### src/rtl/mem_read_data_decoder.sv
// Load-side data decoder: issues one read strobe, waits READ_LATENCY cycles, then
// extracts and extends the addressed byte/halfword/word (big-endian lanes, lane 0 = MSB).
module mem_read_data_decoder #(
  parameter int READ_LATENCY = 1
) (
  input  logic        clk,
  input  logic        rst_n,
  input  logic        req_valid,
  output logic        req_ready,
  input  logic [1:0]  addr_offset,
  input  logic [1:0]  data_size,
  input  logic        sign_ext,
  output logic        mem_rd_en,
  input  logic [31:0] mem_rdata,
  output logic        resp_valid,
  output logic [31:0] resp_data,
  output logic        misaligned,
  output logic        busy
);

  typedef enum logic [1:0] {
    S_IDLE  = 2'd0,
    S_ISSUE = 2'd1,
    S_WAIT  = 2'd2,
    S_RESP  = 2'd3
  } state_t;

  localparam logic [1:0] SZ_WORD = 2'b00;
  localparam logic [1:0] SZ_HALF = 2'b01;
  localparam logic [1:0] SZ_BYTE = 2'b10;
  localparam logic [1:0] CNT_INIT = 2'(READ_LATENCY - 1);

  state_t      state_q, state_d;
  logic [1:0]  off_q, size_q, cnt_q;
  logic        sext_q, err_q;
  logic        req_legal, accept, sample;
  logic [31:0] extracted;

  assign req_legal = (data_size == SZ_WORD && addr_offset == 2'b00) ||
                     (data_size == SZ_HALF && addr_offset[0] == 1'b0) ||
                     (data_size == SZ_BYTE);
  assign accept    = (state_q == S_IDLE) && req_valid;
  assign sample    = (state_q == S_WAIT) && (cnt_q == 2'd0);

  // Outputs decode straight from the state register so reset clears them asynchronously.
  assign req_ready  = (state_q == S_IDLE);
  assign busy       = (state_q != S_IDLE);
  assign mem_rd_en  = (state_q == S_ISSUE);
  assign resp_valid = (state_q == S_RESP);
  assign misaligned = (state_q == S_RESP) && err_q;

  // NOTE: sequential state uses non-blocking (<=) so every flop samples pre-edge values.
  always_ff @(posedge clk or negedge rst_n) begin
    if (!rst_n) state_q <= S_IDLE;
    else        state_q <= state_d;
  end

  // NOTE: default assignment first; any path leaving state_d unassigned would infer a latch.
  always_comb begin
    state_d = state_q;
    unique case (state_q)
      S_IDLE:  if (req_valid) state_d = req_legal ? S_ISSUE : S_RESP;
      S_ISSUE: state_d = S_WAIT;
      S_WAIT:  if (cnt_q == 2'd0) state_d = S_RESP;
      S_RESP:  state_d = S_IDLE;
      default: state_d = S_IDLE;
    endcase
  end

  always_ff @(posedge clk or negedge rst_n) begin
    if (!rst_n) begin
      off_q     <= 2'b00;
      size_q    <= 2'b00;
      sext_q    <= 1'b0;
      err_q     <= 1'b0;
      cnt_q     <= 2'd0;
      resp_data <= 32'h0;
    end else begin
      if (accept) begin
        off_q  <= addr_offset;
        size_q <= data_size;
        sext_q <= sign_ext;
        err_q  <= !req_legal;
        if (!req_legal) resp_data <= 32'h0;
      end
      if (state_q == S_ISSUE)                 cnt_q <= CNT_INIT;
      else if (state_q == S_WAIT && cnt_q != 2'd0) cnt_q <= cnt_q - 2'd1;
      if (sample) resp_data <= extracted;
    end
  end

  // Lane select mirrors the store encoder: offset 0 is the most significant byte.
  logic [7:0]  lane_b;
  logic [15:0] lane_h;
  always_comb begin
    lane_b    = 8'h0;
    lane_h    = off_q[1] ? mem_rdata[15:0] : mem_rdata[31:16];
    extracted = 32'h0;
    unique case (off_q)
      2'd0: lane_b = mem_rdata[31:24];
      2'd1: lane_b = mem_rdata[23:16];
      2'd2: lane_b = mem_rdata[15:8];
      2'd3: lane_b = mem_rdata[7:0];
      default: lane_b = 8'h0;
    endcase
    unique case (size_q)
      SZ_WORD: extracted = mem_rdata;
      SZ_HALF: extracted = {{16{sext_q & lane_h[15]}}, lane_h};
      SZ_BYTE: extracted = {{24{sext_q & lane_b[7]}}, lane_b};
      default: extracted = 32'h0;
    endcase
  end

endmodule

### config.mk
export PLATFORM = sky130hd
export DESIGN_NAME = mem_read_data_decoder
export DESIGN_NICKNAME = d
export VERILOG_FILES = /design/src/rtl/mem_read_data_decoder.sv
export SDC_FILE = /design/constraint.sdc
export NUM_CORES = 1
export LEC_CHECK = 0
export ABC_AREA = 0
export BUFFER_PORTS_ARGS = -buffer_cell sky130_fd_sc_hd__buf_2
export CELL_PAD_IN_SITES_DETAIL_PLACEMENT = 1
export CELL_PAD_IN_SITES_GLOBAL_PLACEMENT = 2
export CORE_MARGIN = 3
export CORE_UTILIZATION = 30
export DETAILED_ROUTE_END_ITERATION = 10
export PLACE_DENSITY_LB_ADDON = 0.1
export SETUP_SLACK_MARGIN = 0.5
export SLEW_MARGIN = 15
export SYNTH_ARGS = -nofsm -noshare
export SYNTH_HDL_FRONTEND = slang
export SYNTH_SLANG_ARGS = --single-unit
### constraint.sdc
create_clock -name clk -period 2.5 [get_ports clk]
set_clock_uncertainty 0.15 [all_clocks]
set_input_delay 0.25 -clock clk [delete_from_list [all_inputs] [get_ports clk]]
set_output_delay 0.25 -clock clk [all_outputs]
set_load 0.1 [all_outputs]
==> results of run 1 <==
==> cell type report <==
| type | count | share of cell area [%] |
|---|---|---|
| multi-input cells | 130 | 37.9 |
| flip-flops and latches | 42 | 37.3 |
| repair buffers | 82 | 16.5 |
| well taps | 96 | 4.26 |
| clock buffers | 7 | 3.06 |
| inverters | 5 | 0.799 |
| clock inverters | 1 | 0.178 |
==> per-stage QoR <==
stage	std cells	util, %	cell area (um^2)	worst slack [ps]
2_1_floorplan	189	-	2160	438
6_report	363	41.3	2820	547
4_1_cts	363	40.8	2790	509
3_5_place_dp	353	38.5	2630	130
5_1_grt	363	41.3	2820	476
3_3_place_gp	353	38.5	2630	201
==> state kept, by name (all words and copies together), names as in the netlist <==
signal	flops
state_q	2
size_q	2
cnt_q	2
sext_q	1
resp_data	32
err_q	1
off_q	2
==> synth_stat cells (all sizes together) <==
library cell   n  area (um^2)
xnor2          1         8.76
a32oi          1         8.76
dfrtp         42         1050
o21ai          3         15.0
nor2b          2         12.5
a21oi         12         71.3
a211o          8         70.1
and2           1         6.26
nand3b         1         7.51
mux2           6         67.6
nor2          10         40.0
o22ai          1         6.26
o22a           2         26.3
or3b           1         8.76
nand2         19         78.8
inv            5         18.8
buf            6         55.1
a32o           1         10.0
a221o         23          243
mux2i         10          100
nand2b         4         25.0
clkbuf         6         22.5
nor3           7         35.0
a21o           7         52.6
or2            2         12.5
ha             5         62.6
nand3          1         5.00
a211oi         2         15.0
==> worst register-to-register path: cells and delay by family (launching register included) <==
family | cells | cell delay, ps
AO/OA/AOI/OAI | 3 | 600
buffers and inverters | 1 | 150
multiplexers | 1 | 350
flip-flops | 1 | 550
==> cells in the final DEF, fill, tap and decap left out, types with 2 or more instances in the layout <==
| cell | count |
|---|---|
| nor2b_1 | 2 |
| clkbuf_4 | 3 |
| a21oi_1 | 11 |
| nor2_1 | 8 |
| dfrtp_1 | 42 |
| buf_12 | 2 |
| mux2i_1 | 9 |
| ha_4 | 3 |
| mux2_2 | 6 |
| a21o_1 | 7 |
| a211o_1 | 8 |
| buf_2 | 73 |
| nand2_1 | 18 |
| inv_1 | 3 |
| buf_4 | 2 |
| a221o_2 | 10 |
| clkbuf_8 | 6 |
| a221o_1 | 13 |
| nand2b_1 | 4 |
| nor3_1 | 7 |
| o21ai_0 | 3 |
==> worst max path at each step <==
| stage | start | endpoint | slack (ps) | depth (start not counted) |
|---|---|---|---|---|
| floorplan | state_q[0] | state_q[0] | 440 | 5 |
| global placement | state_q[0] | resp_data[4] | 200 | 6 |
| detailed placement | state_q[0] | resp_data[3] | 130 | 6 |
| CTS | state_q[1] | busy | 510 | 4 |
| global route | off_q[1] | resp_data[30] | 480 | 5 |
| finish | state_q[1] | mem_rd_en | 550 | 3 |
==> cell families (layout without fill, tap and decap cells) <==
family	after synthesis	count (layout)	synth area share [%]
simple gates	48	48	10.8
compound gates	60	60	24.3
flops	42	42	49.2
mux	16	16	7.85
fa+ha+maj	5	5	2.93
buf+inv	17	95	4.51
xor+xnor	1	1	0.410
==> layer usage <==
layer	vias to the layer above	part of all wire (%)
met5	-	0
met4	0	0.98
met3	4	4.4
met2	46	47
met1	903	48
li1	866	-
==> what timing repair did <==
item | in CTS | in global routing
resized for setup | 6 | 9
buffers inserted | 1 | 0
setup endpoints to repair | 23 | 34
endpoints found under the hold margin | 18 | 0
hold buffers | 1 | 0
pin swaps | 1 | 0
==> flow_metrics.env, run 1 <==
export IMPL_drive_gt1_share_pct=45.7
export IMPL_ios=77
export IMPL_drv_cap=0
export IMPL_io_buffers=76
export IMPL_hold_violations=0
export IMPL_grt_busiest_layer="met2"
export IMPL_min_period_ps=1950
export IMPL_grt_pass1_wl_um=10200
export IMPL_synth_cells=189
export IMPL_timing_rr_start="off_q[1]"
export IMPL_fp_row_count=30
export IMPL_min_to="resp_data[0]"
export IMPL_hold_path_class="input port to flip-flop"
export IMPL_regToRegSetupSlack_ps=570
export IMPL_fin_tns_setup_ps=0
export IMPL_overflow=0
export IMPL_crit_buf_inv=2
export IMPL_ctsRootBufferMaster="clkbuf_8"
export IMPL_cts_tree="built"
export IMPL_grt_met3_usage_pct=3.75
export IMPL_grt_usage_pct=15.7
export IMPL_cp_top_family="buffers and inverters"
export IMPL_multi_input_area_um2=1070
export IMPL_synth_cell_types=35
export IMPL_place_hpwl_um=4730
export IMPL_r2r_end="resp_data[30]"
export IMPL_post_drt_wl_per_cell_um=17.2
export IMPL_die_w_um=90.4
export IMPL_worstPathMaxFanout=5
export IMPL_diodes=0
export IMPL_rr_worst_depth=5
export IMPL_vias_per_cell=5.01
export IMPL_worst_setup_path_start_kind="flip-flop"
export IMPL_cts_buffers_inserted=5
export IMPL_die_area_um2=8170
export IMPL_synth_area_um2=2140
export IMPL_fmax_mhz=512
export IMPL_ys_seq_elements=42
export IMPL_grtUsageMet2_pct=26.1
export IMPL_tightest_slew_ps=954
export IMPL_critical_path_max_stage_delay_ps=460
export IMPL_hold_start="mem_rdata[0]"
export IMPL_placeableCoreArea_um2=6830
export IMPL_drt_initial_drc_count=52
export IMPL_yosys_warnings=0
export IMPL_area_growth_pct=32.0
export IMPL_min_path_cells=2
export IMPL_critPathKind="flip-flop to output pin"
export IMPL_arrival_ps=1550
export IMPL_slew_headroom_pct=36.4
export IMPL_die_y_um=90.4
export IMPL_grt_max_degree=43
export IMPL_antenna_found_initial=0
export IMPL_dr_pass1_iters=4
export IMPL_synth_nets=234
export IMPL_grtUsageMet1_pct=20.6
export IMPL_finalSetupViolCount=0
export IMPL_slew_viol_final=0
export IMPL_drcViolationCount=0
export IMPL_postRouteAntennaNets=0
export IMPL_cts_num_sinks=42
export IMPL_n_fill_cell=798
export IMPL_htreeDepth=2
export IMPL_clkLatencyLatePin_ps=290
export IMPL_grt_pass1_vias=1913
export IMPL_clk_pin_slew_ps=80
export IMPL_cp_end_kind="output pin"
export IMPL_cts_path_max_buffers=2
export IMPL_final_nets=311
export IMPL_syn_area_per_cell_um2=11.3
export IMPL_vias=1819
export IMPL_status="completed"
export IMPL_gp_congestion=0.766
export IMPL_rsz0062_at_grt="yes"
export IMPL_crit_path_cell_trace="inv_1 -> ha_1 -> buf_2"
export IMPL_seqCellArea_um2=1050
export IMPL_start_util_pct=31.3
export IMPL_fin_crit_sh_pct=78.1
export IMPL_crit_slowest_cell="dfrtp_1"
export IMPL_yosysSeqAreaShare_pct=49.2
export IMPL_worst_ep_required_time_ps=2100
export IMPL_hold_slack_ps=31.4
export IMPL_drt_total_wl_um=6240
Power of run 1 is not shown: default switching activity piles up to over one toggle a cycle in this logic, so the estimate is an artifact.
==> run 2, diff against run 1 <==
ABC_AREA = 1   (was 0)
CORE_UTILIZATION = 28   (was 30)
clock period = 2 ns   (was 2.5 ns; I/O delays follow)
==> flow_metrics.env, run 2 <==
export IMPL_rsz0062_at_grt="yes"
export IMPL_syn_area_per_cell_um2=7.11
export IMPL_worst_setup_path_start_kind="flip-flop"
export IMPL_slew_viol_final=0
export IMPL_die_area_um2=10400
export IMPL_yosys_warnings=0
export IMPL_clk_pin_slew_ps=90
export IMPL_min_path_cells=3
export IMPL_cts_path_max_buffers=2
export IMPL_yosysTopAreaCellShare_pct=41.0
export IMPL_drive_gt1_share_pct=36.2
export IMPL_synth_main_ff_cell="dfrtp_1"
export IMPL_ys_seq_elements=42
export IMPL_die_w_um=102
export IMPL_cts_tree="built"
export IMPL_gp_congestion=0.739
export IMPL_fp_row_count=34
export IMPL_post_synth_top_count_cell="nand2_1"
export IMPL_die_y_um=102
export IMPL_grt_max_degree=43
export IMPL_rr_worst_depth=9
export IMPL_finalSetupViolCount=0
export IMPL_yosysSeqAreaShare_pct=41.0
export IMPL_antenna_found_initial=0
export IMPL_placeableCoreArea_um2=8810
export IMPL_clkLatencyLatePin_ps=300
export IMPL_critPathKind="flip-flop to flip-flop"
export IMPL_hold_path_class="input port to flip-flop"
export IMPL_status="completed"
export IMPL_tightest_slew_ps=565
export IMPL_min_period_ps=1670
export IMPL_worstPathMaxFanout=4
export IMPL_synth_area_leaders="dfrtp_1 41%, nand2_1 22%, nand3_1 12%"
export IMPL_seqCellArea_um2=1050
export IMPL_synth_cells=361
export IMPL_final_cell_mix="148 x nand2_1, 65 x buf_2, 48 x nand3_1, 40 x dfrtp_1, 26 x inv_1"
export IMPL_cts_buffers_inserted=5
export IMPL_finalInstanceArea_um2=3730
export IMPL_overflow=0
export IMPL_worst_ep_required_time_ps=2040
export IMPL_postRouteAntennaNets=0
export IMPL_cts_num_sinks=42
export IMPL_largest_reg_flops=32
export IMPL_fmax_mhz=597
export IMPL_io_buffers=76
export IMPL_htreeDepth=2
export IMPL_drcViolationCount=0
export IMPL_vias=2722
export IMPL_synth_cell_types=25
export IMPL_diodes=0
export IMPL_grt_usage_pct=19.2
export IMPL_area_growth_pct=45.5
export IMPL_drt_initial_drc_count=94
export IMPL_multi_input_area_um2=1470
export IMPL_drv_cap=0
export IMPL_place_hpwl_um=6130
export IMPL_post_drt_wl_per_cell_um=16.5
export IMPL_regToRegSetupSlack_ps=330
export IMPL_ctsRootBufferMaster="clkbuf_8"
export IMPL_final_common_cell="nand2_1"
export IMPL_vias_per_cell=4.80
export IMPL_yosysTopAreaCell="dfrtp_1"
export IMPL_hold_violations=0
export IMPL_grt_pass1_wl_um=15300
export IMPL_placed_area_um2=3100
export IMPL_slew_headroom_pct=62.4
export IMPL_synthArstFlopShare_pct=100
export IMPL_cp_end_kind="flip-flop"
export IMPL_synth_edff_count=0
export IMPL_dr_pass1_iters=4
export IMPL_start_util_pct=29.1
export IMPL_grt_pass1_vias=2871
export IMPL_top_register="resp_data"
export IMPL_fin_crit_sh_pct=83.7
export IMPL_synth_nets=406
export IMPL_synth_area_um2=2570
export IMPL_synth_common_cells="152 x nand2_1, 59 x nand3_1, 42 x dfrtp_1"
export IMPL_n_fill_cell=1088
export IMPL_arrival_ps=1710
export IMPL_drt_total_wl_um=9370
export IMPL_ios=77
export IMPL_final_nets=503
==> run 2: changes by cell type in the layout (fill, tap and decap cells not counted), sizes merged, moves of 7 or more <==
cell / before / now
nand2: 19 / 153
a211o: 8 / 0
mux2i: 10 / 0
nand3: 1 / 74
buf: 78 / 100
nor3: 7 / 0
a221o: 23 / 0
a21o: 7 / 0
o21ai: 3 / 22
a21oi: 12 / 3
inv: 4 / 31
==> run 2: repair_timing <==
item                                    in CTS  in global routing
buffers inserted                            11                  6
endpoints found under the setup margin      37                 48
gates resized for setup                     55                 20
hold endpoints to repair                    43                  0
cloned                                       6                  0
hold buffers                                 2                  0
pin swaps                                    9                  7
==> run 2: final timing paths <==
kind	from	endpoint
worst max-delay path	state_q[1]	resp_data[1]
worst min-delay path	addr_offset[0]	off_q[0]
worst max register to register	state_q[1]	resp_data[1]
worst min register to register	resp_data[26]	resp_data[26]
max in group asynchronous	rst_n	off_q[1]
min in group asynchronous	rst_n	resp_data[25]
==> run 2: through the flow <==
| stage | setup WS, ps | instances | util [%] | setup TNS [ps] | hold slack (ps) |
|---|---|---|---|---|---|
| after floorplan | -117 | 361 | - | -164 | -246 |
| after global placement | 437 | 534 | 35.2 | 0 | 50.4 |
| after detailed placement | 405 | 534 | 35.2 | 0 | 48.8 |
| after CTS | 353 | 561 | 41.1 | 0 | 11.5 |
| after global routing | 256 | 567 | 42.4 | 0 | 31.6 |
| final | 325 | 567 | 42.4 | 0 | 15.1 |
==> run 2: cells by family (layout without fill, tap and decap cells) <==
| kind of cell | Yosys count | count (layout) | share of synthesized area [%] |
|---|---|---|---|
| AND/OR/NAND/NOR | 230 | 233 | 39.9 |
| buffers and inverters | 54 | 149 | 9.51 |
| flip-flops | 42 | 42 | 41.0 |
| AO/OA/AOI/OAI | 30 | 30 | 7.17 |
| adder cells (fa/ha/maj) | 5 | 5 | 2.44 |
==> run 2: worst max-delay path, stage by stage, from the launching register on <==
cell     delay, ps
dfrtp_1        420
inv_2          110
ha_4           190
nand2_4         70
inv_4           60
nand3_4        150
buf_6          190
buf_16         130
nand3_2         50
nand2_1         40
==> run 2: area by class of cell <==
class	instances	area share, %
multi-input cells	268	39.4
flip-flops and latches	42	28.2
repair buffers	108	22.7
well taps	108	3.62
inverters	33	3.59
clock buffers	7	2.31
clock inverters	1	0.134
==> run 2: layer usage <==
| layer | wire [um] | GRT usage [%] | vias to the layer above |
|---|---|---|---|
| li1 | - | - | 1344 |
| met1 | 4450 | 26.0 | 1306 |
| met2 | 4440 | 31.8 | 61 |
| met3 | 301 | 3.10 | 11 |
| met4 | 169 | 5.21 | 0 |
| met5 | 0 | 0 | - |
Power of run 2 is left out for the same reason.
